--- config.mk ---
export PLATFORM = sky130hd
export DESIGN_NAME = qam_bit_splitter
export DESIGN_NICKNAME = d
export VERILOG_FILES = /design/src/rtl/qam_bit_splitter_pkg.sv /design/src/rtl/qam_bit_splitter_sym_reg.sv /design/src/rtl/qam_bit_splitter.sv
export SDC_FILE = /design/constraint.sdc
export NUM_CORES = 1
export LEC_CHECK = 0
export BUFFER_PORTS_ARGS = -buffer_cell sky130_fd_sc_hd__buf_4
export CORE_AREA = 2 2 39 41
export DETAILED_ROUTE_END_ITERATION = 10
export DIE_AREA = 0 0 41 43
export PLACE_DENSITY_LB_ADDON = 0.2
export SYNTH_ARGS = -nofsm -noshare
export SYNTH_HDL_FRONTEND = slang
export SYNTH_HIERARCHICAL = 1
export SYNTH_SLANG_ARGS = --single-unit
--- constraint.sdc ---
create_clock -name clk -period 1.5 [get_ports clk]
set_clock_uncertainty 0.2 [all_clocks]
set_input_delay 0.15 -clock clk [delete_from_list [all_inputs] [get_ports clk]]
set_output_delay 0.15 -clock clk [all_outputs]
set_load 0.01 [all_outputs]
--- src/rtl/qam_bit_splitter_pkg.sv ---
// Shared constants and helpers for the QAM bit splitter and its demap-side counterparts.
package qam_split_pkg;

   localparam int MIN_BPS   = 2;
   localparam int MAX_BPS   = 8;
   localparam int MAX_HALF  = MAX_BPS / 2;
   localparam int BPS_QPSK  = 2;
   localparam int BPS_16QAM = 4;

   // Callers zero-extend narrower fields to MAX_HALF and truncate the result;
   // the Gray code of the low bits is unaffected by the extra zero MSBs.
   function automatic logic [MAX_HALF-1:0] bin2gray(input logic [MAX_HALF-1:0] b);
      return b ^ (b >> 1);
   endfunction

endpackage

--- src/rtl/qam_bit_splitter_sym_reg.sv ---
// Symbol output register with valid/ready hold and a per-load toggle.
module qam_sym_reg #(
   parameter int HALF = 1
) (
   input  logic            clk,
   input  logic            reset_n,
   input  logic            load,
   input  logic [HALF-1:0] i_in,
   input  logic [HALF-1:0] q_in,
   input  logic            sym_ready,
   output logic [HALF-1:0] sym_i,
   output logic [HALF-1:0] sym_q,
   output logic            sym_valid,
   output logic            sym_tgl
);

   logic [HALF-1:0] sym_i_q, sym_i_d;
   logic [HALF-1:0] sym_q_q, sym_q_d;
   logic            valid_q, valid_d;
   logic            tgl_q, tgl_d;

   // The producer only asserts load when the held symbol is free or being consumed.
   always_comb begin
      sym_i_d = sym_i_q;
      sym_q_d = sym_q_q;
      tgl_d   = tgl_q;
      valid_d = valid_q && !sym_ready;
      if (load) begin
         sym_i_d = i_in;
         sym_q_d = q_in;
         tgl_d   = !tgl_q;
         valid_d = 1'b1;
      end
   end

   always_ff @(posedge clk) begin
      if (!reset_n) begin
         sym_i_q <= '0;
         sym_q_q <= '0;
         valid_q <= 1'b0;
         tgl_q   <= 1'b0;
      end else begin
         sym_i_q <= sym_i_d;
         sym_q_q <= sym_q_d;
         valid_q <= valid_d;
         tgl_q   <= tgl_d;
      end
   end

   assign sym_i     = sym_i_q;
   assign sym_q     = sym_q_q;
   assign sym_valid = valid_q;
   assign sym_tgl   = tgl_q;

endmodule

--- src/rtl/qam_bit_splitter.sv ---
// Serial-to-symbol splitter: even-numbered bits feed I, odd feed Q, MSB first, optional Gray.
module qam_bit_splitter
   import qam_split_pkg::*;
#(
   parameter  int BPS   = 2,
   localparam int HALF  = BPS / 2,
   localparam int CNT_W = $clog2(BPS)
) (
   input  logic             clk,
   input  logic             reset_n,
   input  logic             flush,
   input  logic             gray_en,
   input  logic             bit_in,
   input  logic             bit_valid,
   output logic             bit_ready,
   output logic [HALF-1:0]  sym_i,
   output logic [HALF-1:0]  sym_q,
   output logic             sym_valid,
   input  logic             sym_ready,
   output logic             sym_tgl,
   output logic [CNT_W-1:0] bit_cnt
);

   if (BPS < MIN_BPS || BPS > MAX_BPS || (BPS % 2) != 0) begin : g_bad_bps
      $error("qam_bit_splitter: BPS must be even and within 2..8");
   end

   localparam logic [CNT_W-1:0] LAST = CNT_W'(BPS - 1);

   logic [CNT_W-1:0] cnt_q, cnt_d;
   logic [HALF-1:0]  i_sr_q, i_sr_d;
   logic [HALF-1:0]  q_sr_q, q_sr_d;
   logic [HALF:0]    i_cat, q_cat;
   logic [HALF-1:0]  full_i, full_q;
   logic [HALF-1:0]  load_i, load_q;
   logic             last_bit, accept, complete;

   // Stall only when the closing bit would overwrite a symbol nobody has taken.
   always_comb begin
      last_bit  = (cnt_q == LAST);
      bit_ready = reset_n && !flush && !(last_bit && sym_valid && !sym_ready);
      accept    = bit_valid && bit_ready;
      complete  = accept && last_bit;
   end

   // The closing bit is always odd-numbered, so it lands in Q on the fly.
   always_comb begin
      i_cat  = {i_sr_q, bit_in};
      q_cat  = {q_sr_q, bit_in};
      full_i = i_sr_q;
      full_q = q_cat[HALF-1:0];
      load_i = gray_en ? HALF'(bin2gray(MAX_HALF'(full_i))) : full_i;
      load_q = gray_en ? HALF'(bin2gray(MAX_HALF'(full_q))) : full_q;
   end

   always_comb begin
      cnt_d  = cnt_q;
      i_sr_d = i_sr_q;
      q_sr_d = q_sr_q;
      if (flush) begin
         cnt_d  = '0;
         i_sr_d = '0;
         q_sr_d = '0;
      end else if (complete) begin
         cnt_d  = '0;
         i_sr_d = '0;
         q_sr_d = '0;
      end else if (accept) begin
         cnt_d = cnt_q + CNT_W'(1);
         if (!cnt_q[0]) i_sr_d = i_cat[HALF-1:0];
         else           q_sr_d = q_cat[HALF-1:0];
      end
   end

   always_ff @(posedge clk) begin
      if (!reset_n) begin
         cnt_q  <= '0;
         i_sr_q <= '0;
         q_sr_q <= '0;
      end else begin
         cnt_q  <= cnt_d;
         i_sr_q <= i_sr_d;
         q_sr_q <= q_sr_d;
      end
   end

   assign bit_cnt = cnt_q;

   qam_sym_reg #(.HALF(HALF)) u_sym_reg (
      .clk       (clk),
      .reset_n   (reset_n),
      .load      (complete),
      .i_in      (load_i),
      .q_in      (load_q),
      .sym_ready (sym_ready),
      .sym_i     (sym_i),
      .sym_q     (sym_q),
      .sym_valid (sym_valid),
      .sym_tgl   (sym_tgl)
   );

endmodule

# After elaboration in Yosys (flattened, before gate mapping)
# Cells that the tools add are included.
[totals] out_inout_bits=6 elab_cells=23 ff_bits=6
[classes] n_bitwise=2 n_reduce_logical=13 n_addsub=1 muxes=1
[op_table] operator="logical AND 1 bit" n=7
[op_table] operator="logical NOT 1 bit" n=4
[op_table] operator="OR reduction 3 bit" n=1
[op_table] operator="NOT 1 bit" n=2
[op_table] operator="AND reduction 2 bit" n=1
[op_table] operator="adder 1 bit, second input constant" n=1
[op_table] operator="2-to-1 mux 1 bit" n=1

# Longest topological paths before layout
[logic_depth] depth_word=7 ltp_mapped=5 mapped_depth_nobuf=5

# By module
# The synthesis kept the hierarchy.
[by_module_without_submodules] mod="qam_sym_reg" n_inst=1 cells_each=12 area_per_inst_um2=141.4
[by_module_without_submodules] mod="qam_bit_splitter" n_inst=1 cells_each=12 area_per_inst_um2=111.4

# Least setup slack after synthesis
# No wires, ideal clock.
[synth_path] kind="reg-to-reg" startpoint="reg cnt_q (netlist: bit_cnt)" endpoint="reg u_sym_reg.tgl_q (netlist: u_sym_reg/sym_tgl)" t_arrival_ns=1.297 slack_ns=-0.112 stages_incl_launch_ff=6 synth_period_minus_slack_ns=1.612 path_buffers=0 cell_sequence="dfxtp_1 > and3b_1 > and3b_1 > and2_2 > xor2_1 > and2_1"
[synth_between] elab_chain_cells=6
[synth_rtl] element="from (decl)" line_no="qam_bit_splitter.sv:30" text="logic [CNT_W-1:0] cnt_q, cnt_d;"
[synth_rtl] element="from (signal assigned)" line_no="qam_bit_splitter.sv:81" text="cnt_q <= cnt_d;"
[synth_rtl] element="logical AND 1 bit (2 in series)" line_no="qam_bit_splitter.sv:41" text="bit_ready = reset_n && !flush && !(last_bit && sym_valid && !sym_ready);"
[synth_rtl] element="logical NOT 1 bit" line_no="qam_bit_splitter.sv:41"
[synth_rtl] element="logical AND 1 bit" line_no="qam_bit_splitter.sv:41"
[synth_rtl] element="logical AND 1 bit" line_no="qam_bit_splitter.sv:42" text="accept = bit_valid && bit_ready;"
[synth_rtl] element="logical AND 1 bit *" line_no="qam_bit_splitter.sv:43" text="complete = accept && last_bit;"
[synth_rtl] element="named net complete" line_no="qam_bit_splitter.sv:36" text="logic last_bit, accept, complete;"
[synth_rtl] element="to (signal assigned)" line_no="qam_bit_splitter_sym_reg.sv:46" text="tgl_q <= tgl_d;"
[synth_rtl] element="to (decl)" line_no="qam_bit_splitter_sym_reg.sv:20" text="logic tgl_q, tgl_d;"
# The timed path passes the listed nets; every way through them passes the cells marked *.
# A chain may end at the register's enable or synchronous reset.

# Worst setup path after layout
[layout_path] startpoint="reg cnt_q (netlist: bit_cnt)" endpoint="reg u_sym_reg.sym_i_q (netlist: u_sym_reg/sym_i)"
[layout_between] elab_chain_cells=6
[layout_rtl] element="logical AND 1 bit (2 in series)" line_no="qam_bit_splitter.sv:41"
[layout_rtl] element="logical NOT 1 bit" line_no="qam_bit_splitter.sv:41"
[layout_rtl] element="logical AND 1 bit" line_no="qam_bit_splitter.sv:41"
[layout_rtl] element="logical AND 1 bit" line_no="qam_bit_splitter.sv:42"
[layout_rtl] element="logical AND 1 bit *" line_no="qam_bit_splitter.sv:43"
[layout_rtl] element="named net complete" line_no="qam_bit_splitter.sv:36"
[layout_rtl] element="to (signal assigned)" line_no="qam_bit_splitter_sym_reg.sv:43" text="sym_i_q <= sym_i_d;"
[layout_rtl] element="to (decl)" line_no="qam_bit_splitter_sym_reg.sv:17" text="logic [HALF-1:0] sym_i_q, sym_i_d;"
# Marked as above.

==> run_results.csv <==
group,metric,value,unit
critical_path,cp.required,1.43,ns
detailed_routing,vias,245,
critical_path,rr_worst_depth,5,
grt,grt_pass1_wl,945,microns
power_and_ir_drop,leakage,0.209,nW
detailed_routing,drc,0,
cells_and_area,final_cell_mix,"buf_4, nor2b_1, dfxtp_1",
critical_path,crit_arrival,1.39,ns
placement,portBuffers,11,
sta,fin_ws,0.0346,ns
synthesis,yosysTopAreaCell,"dfxtp_1",
grt,grt_overflow,0,
power_and_ir_drop,irDropWorstVdd,0.000351,V
cells_and_area,utilization,0.324,
synthesis,synth.distinct_cells,12,
power_and_ir_drop,combPwrFrac,0.125,
detailed_routing,ant_nets,0,
cells_and_area,nNetsFinal,54,
sta,max_freq,0.682,GHz
placement,dp_slack,0.0261,ns
cts,clock_latency,0.24,ns
sta,period_needed,1.47,ns
cells_and_area,n_antenna_cell,0,
cells_and_area,synthToLayoutAreaGrowth,77.2,%
cts,cts_tree,"built",
synthesis,ys_seq_area_frac,0.475,
critical_path,r2r_slack,0.03,ns
cts,cts_max_level,1,
cts,cts.sinks,6,
critical_path,path_max_fanout,4,
power_and_ir_drop,pwr-share-clk,0.431,
grt,grt_max_degree,6,
synthesis,syn_nets,31,
worst_hold_path,hold_depth,3,
power_and_ir_drop,swShare,0.207,
status,status,"finished, final reports clean",
synthesis,synth_top_area_frac,0.475,
power_and_ir_drop,p_per_area,827,nW/um^2
critical_path,crit_path_start_kind,"flop",
detailed_routing,viasPerCell,3.95,
cells_and_area,final_common_cell,"buf_4",
worst_hold_path,worstHoldStart,"sym_ready",
cells_and_area,drive_above_1_share,0.478,
detailed_routing,drtPass1Iterations,1,
power_and_ir_drop,p_int,0.294,mW
grt,antenna_found_initial,0,
power_and_ir_drop,p_seq_frac,0.445,
cts,clkTransAtPathRegs,0.05,ns
synthesis,ys_warn_count,6,
sta,worst_slew_pin_slew,0.121,ns
placement,place_congestion,0.679,
worst_hold_path,hold_class,"input pin to flop",
detailed_routing,drt_wl_total,610,microns
sta,rsz0062_at_grt,"true",
cts,root_buffer,"clkbuf_4",
sta,maxSlewViolCount,0,
worst_hold_path,worst_hold_path.endpoint,"u_sym_reg/sym_valid$_SDFF_PN0_",
job,maxCapViolCount,0,
detailed_routing,drt-wirelength-per-cell,9.84,microns
sta,setup_violations,0,
floorplan,row_count,14,
floorplan,die_h,43,microns
floorplan,coreArea,1380,sq um
detailed_routing,drt_iter0_drc,0,
critical_path,worstReg2RegEnd,"u_sym_reg/sym_i$_SDFFE_PN0P_",
floorplan,die_x,41,microns
sta,hold_viol_final,0,
cts,cts_made_buffers,3,
critical_path,r2r-start,"bit_cnt$_SDFFE_PP0N_",
synthesis,synth_area_per_cell,10.5,sq um
grt,globalRouteTotalUtil,0.0846,
critical_path,end_kind,"flop",
sta,slew_headroom,0.917,
synthesis,synth-seq-cells,6,
synthesis,synth_cells,24,
sta,whs,0.0121,ns
synthesis,synthTopCellsByArea,"dfxtp_1, mux2i_1, nor2b_1",
floorplan,dieArea,1760,sq um
cts,clk_path_buf_depth,2,
floorplan,start_util,0.183,
critical_path,crit_type,"flop to flop",
synthesis,synth_area,253,sq um
placement,dp_hpwl,444,microns
power_and_ir_drop,p_total,0.370,mW
floorplan,io_pins,13,
sta,finalCritPeriodShare,0.977,
power_and_ir_drop,power_switching,0.0765,mW
grt,grt_pass1_vias,238,
==> how the worst max path moves through the flow <==
stage | start | end | slack [ns] | cells past startpoint
2_1_floorplan | bit_cnt$_SDFFE_PP0N_ | u_sym_reg/sym_tgl$_SDFFE_PN0P_ | 0.005 | 5
3_3_place_gp | bit_cnt$_SDFFE_PP0N_ | u_sym_reg/sym_tgl$_SDFFE_PN0P_ | 0.05 | 5
3_5_place_dp | bit_cnt$_SDFFE_PP0N_ | u_sym_reg/sym_q$_SDFFE_PN0P_ | 0.03 | 5
4_1_cts | bit_cnt$_SDFFE_PP0N_ | u_sym_reg/sym_tgl$_SDFFE_PN0P_ | 0.003 | 5
5_1_grt | bit_cnt$_SDFFE_PP0N_ | u_sym_reg/sym_i$_SDFFE_PN0P_ | -0.04 | 5
6_report | bit_cnt$_SDFFE_PP0N_ | u_sym_reg/sym_i$_SDFFE_PN0P_ | 0.03 | 5
==> area by class of cell <==
class                           instances  area [sq um]
Multi-Input combinational cell         18           134
Sequential cell                         6           125
Fill cell                             149           936
Timing Repair Buffer                   18           143
Clock buffer                            4          26.3
Tap cell                               16          20.0
==> synthesized netlist by cell type <==
master	instances
o21a_1	1
and2_2	1
mux2i_1	3
and2b_2	1
nor2b_1	4
nand4b_1	1
dfxtp_1	6
nand2_1	2
and3b_1	2
and2_1	1
o21ai_1	1
xor2_1	1
==> logic make-up after synthesis <==
kind of cell / synth area share
AOI/OAI and AO/OA: 0.0495
xor gates and xnor gates: 0.0347
DFF: 0.475
muxes: 0.119
and+or+nand+nor: 0.322
==> metrics by stage <==
stage / std cells / setup TNS [ns] / area (sq um)
finish: 62 / 0 / 448
global route: 62 / -0.0716 / 448
floorplan: 24 / 0 / 259
global placement: 54 / 0 / 384
CTS: 61 / 0 / 440
detailed placement: 54 / 0 / 384
==> flip-flops by register name, summed over array words and instances, names as in the netlist <==
name                 cells
bit_cnt                  1
full_i                   1
u_sym_reg/sym_i          1
u_sym_reg/sym_tgl        1
u_sym_reg/sym_q          1
u_sym_reg/sym_valid      1
==> per-layer routing <==
layer,up-vias,global-route usage,routed length [microns]
met4,0,0.0800,8
li1,125,-,-
met2,7,0.113,283
met1,111,0.0942,270
met5,-,0,0
met3,2,0.0366,48
==> repair_timing <==
action                                  4_1_cts  5_1_grt
endpoints found under the setup margin        0        3
endpoints found under the hold margin         5        0
buffers inserted                              0        1
hold buffers                                  3        0
gates resized for setup                       0        0
==> power groups by stage <==
stage | combinational (mW) | clock [mW] | sequential [mW]
after floorplan | 0.0116 | 0 | 0.170
after global placement | 0.0394 | 0 | 0.168
after detailed placement | 0.0403 | 0 | 0.168
after CTS | 0.0468 | 0.166 | 0.165
after global routing | 0.0500 | 0.175 | 0.165
final | 0.0462 | 0.159 | 0.165
==> worst max-delay path, cell delays in order, from the launching register on <==
cell and delay (ns):
dfxtp_4 0.33, and3b_1 0.16, and3b_1 0.24, and2_4 0.19, mux2i_1 0.18, nor2b_1 0.06
(Power assumes the default switching activity.)
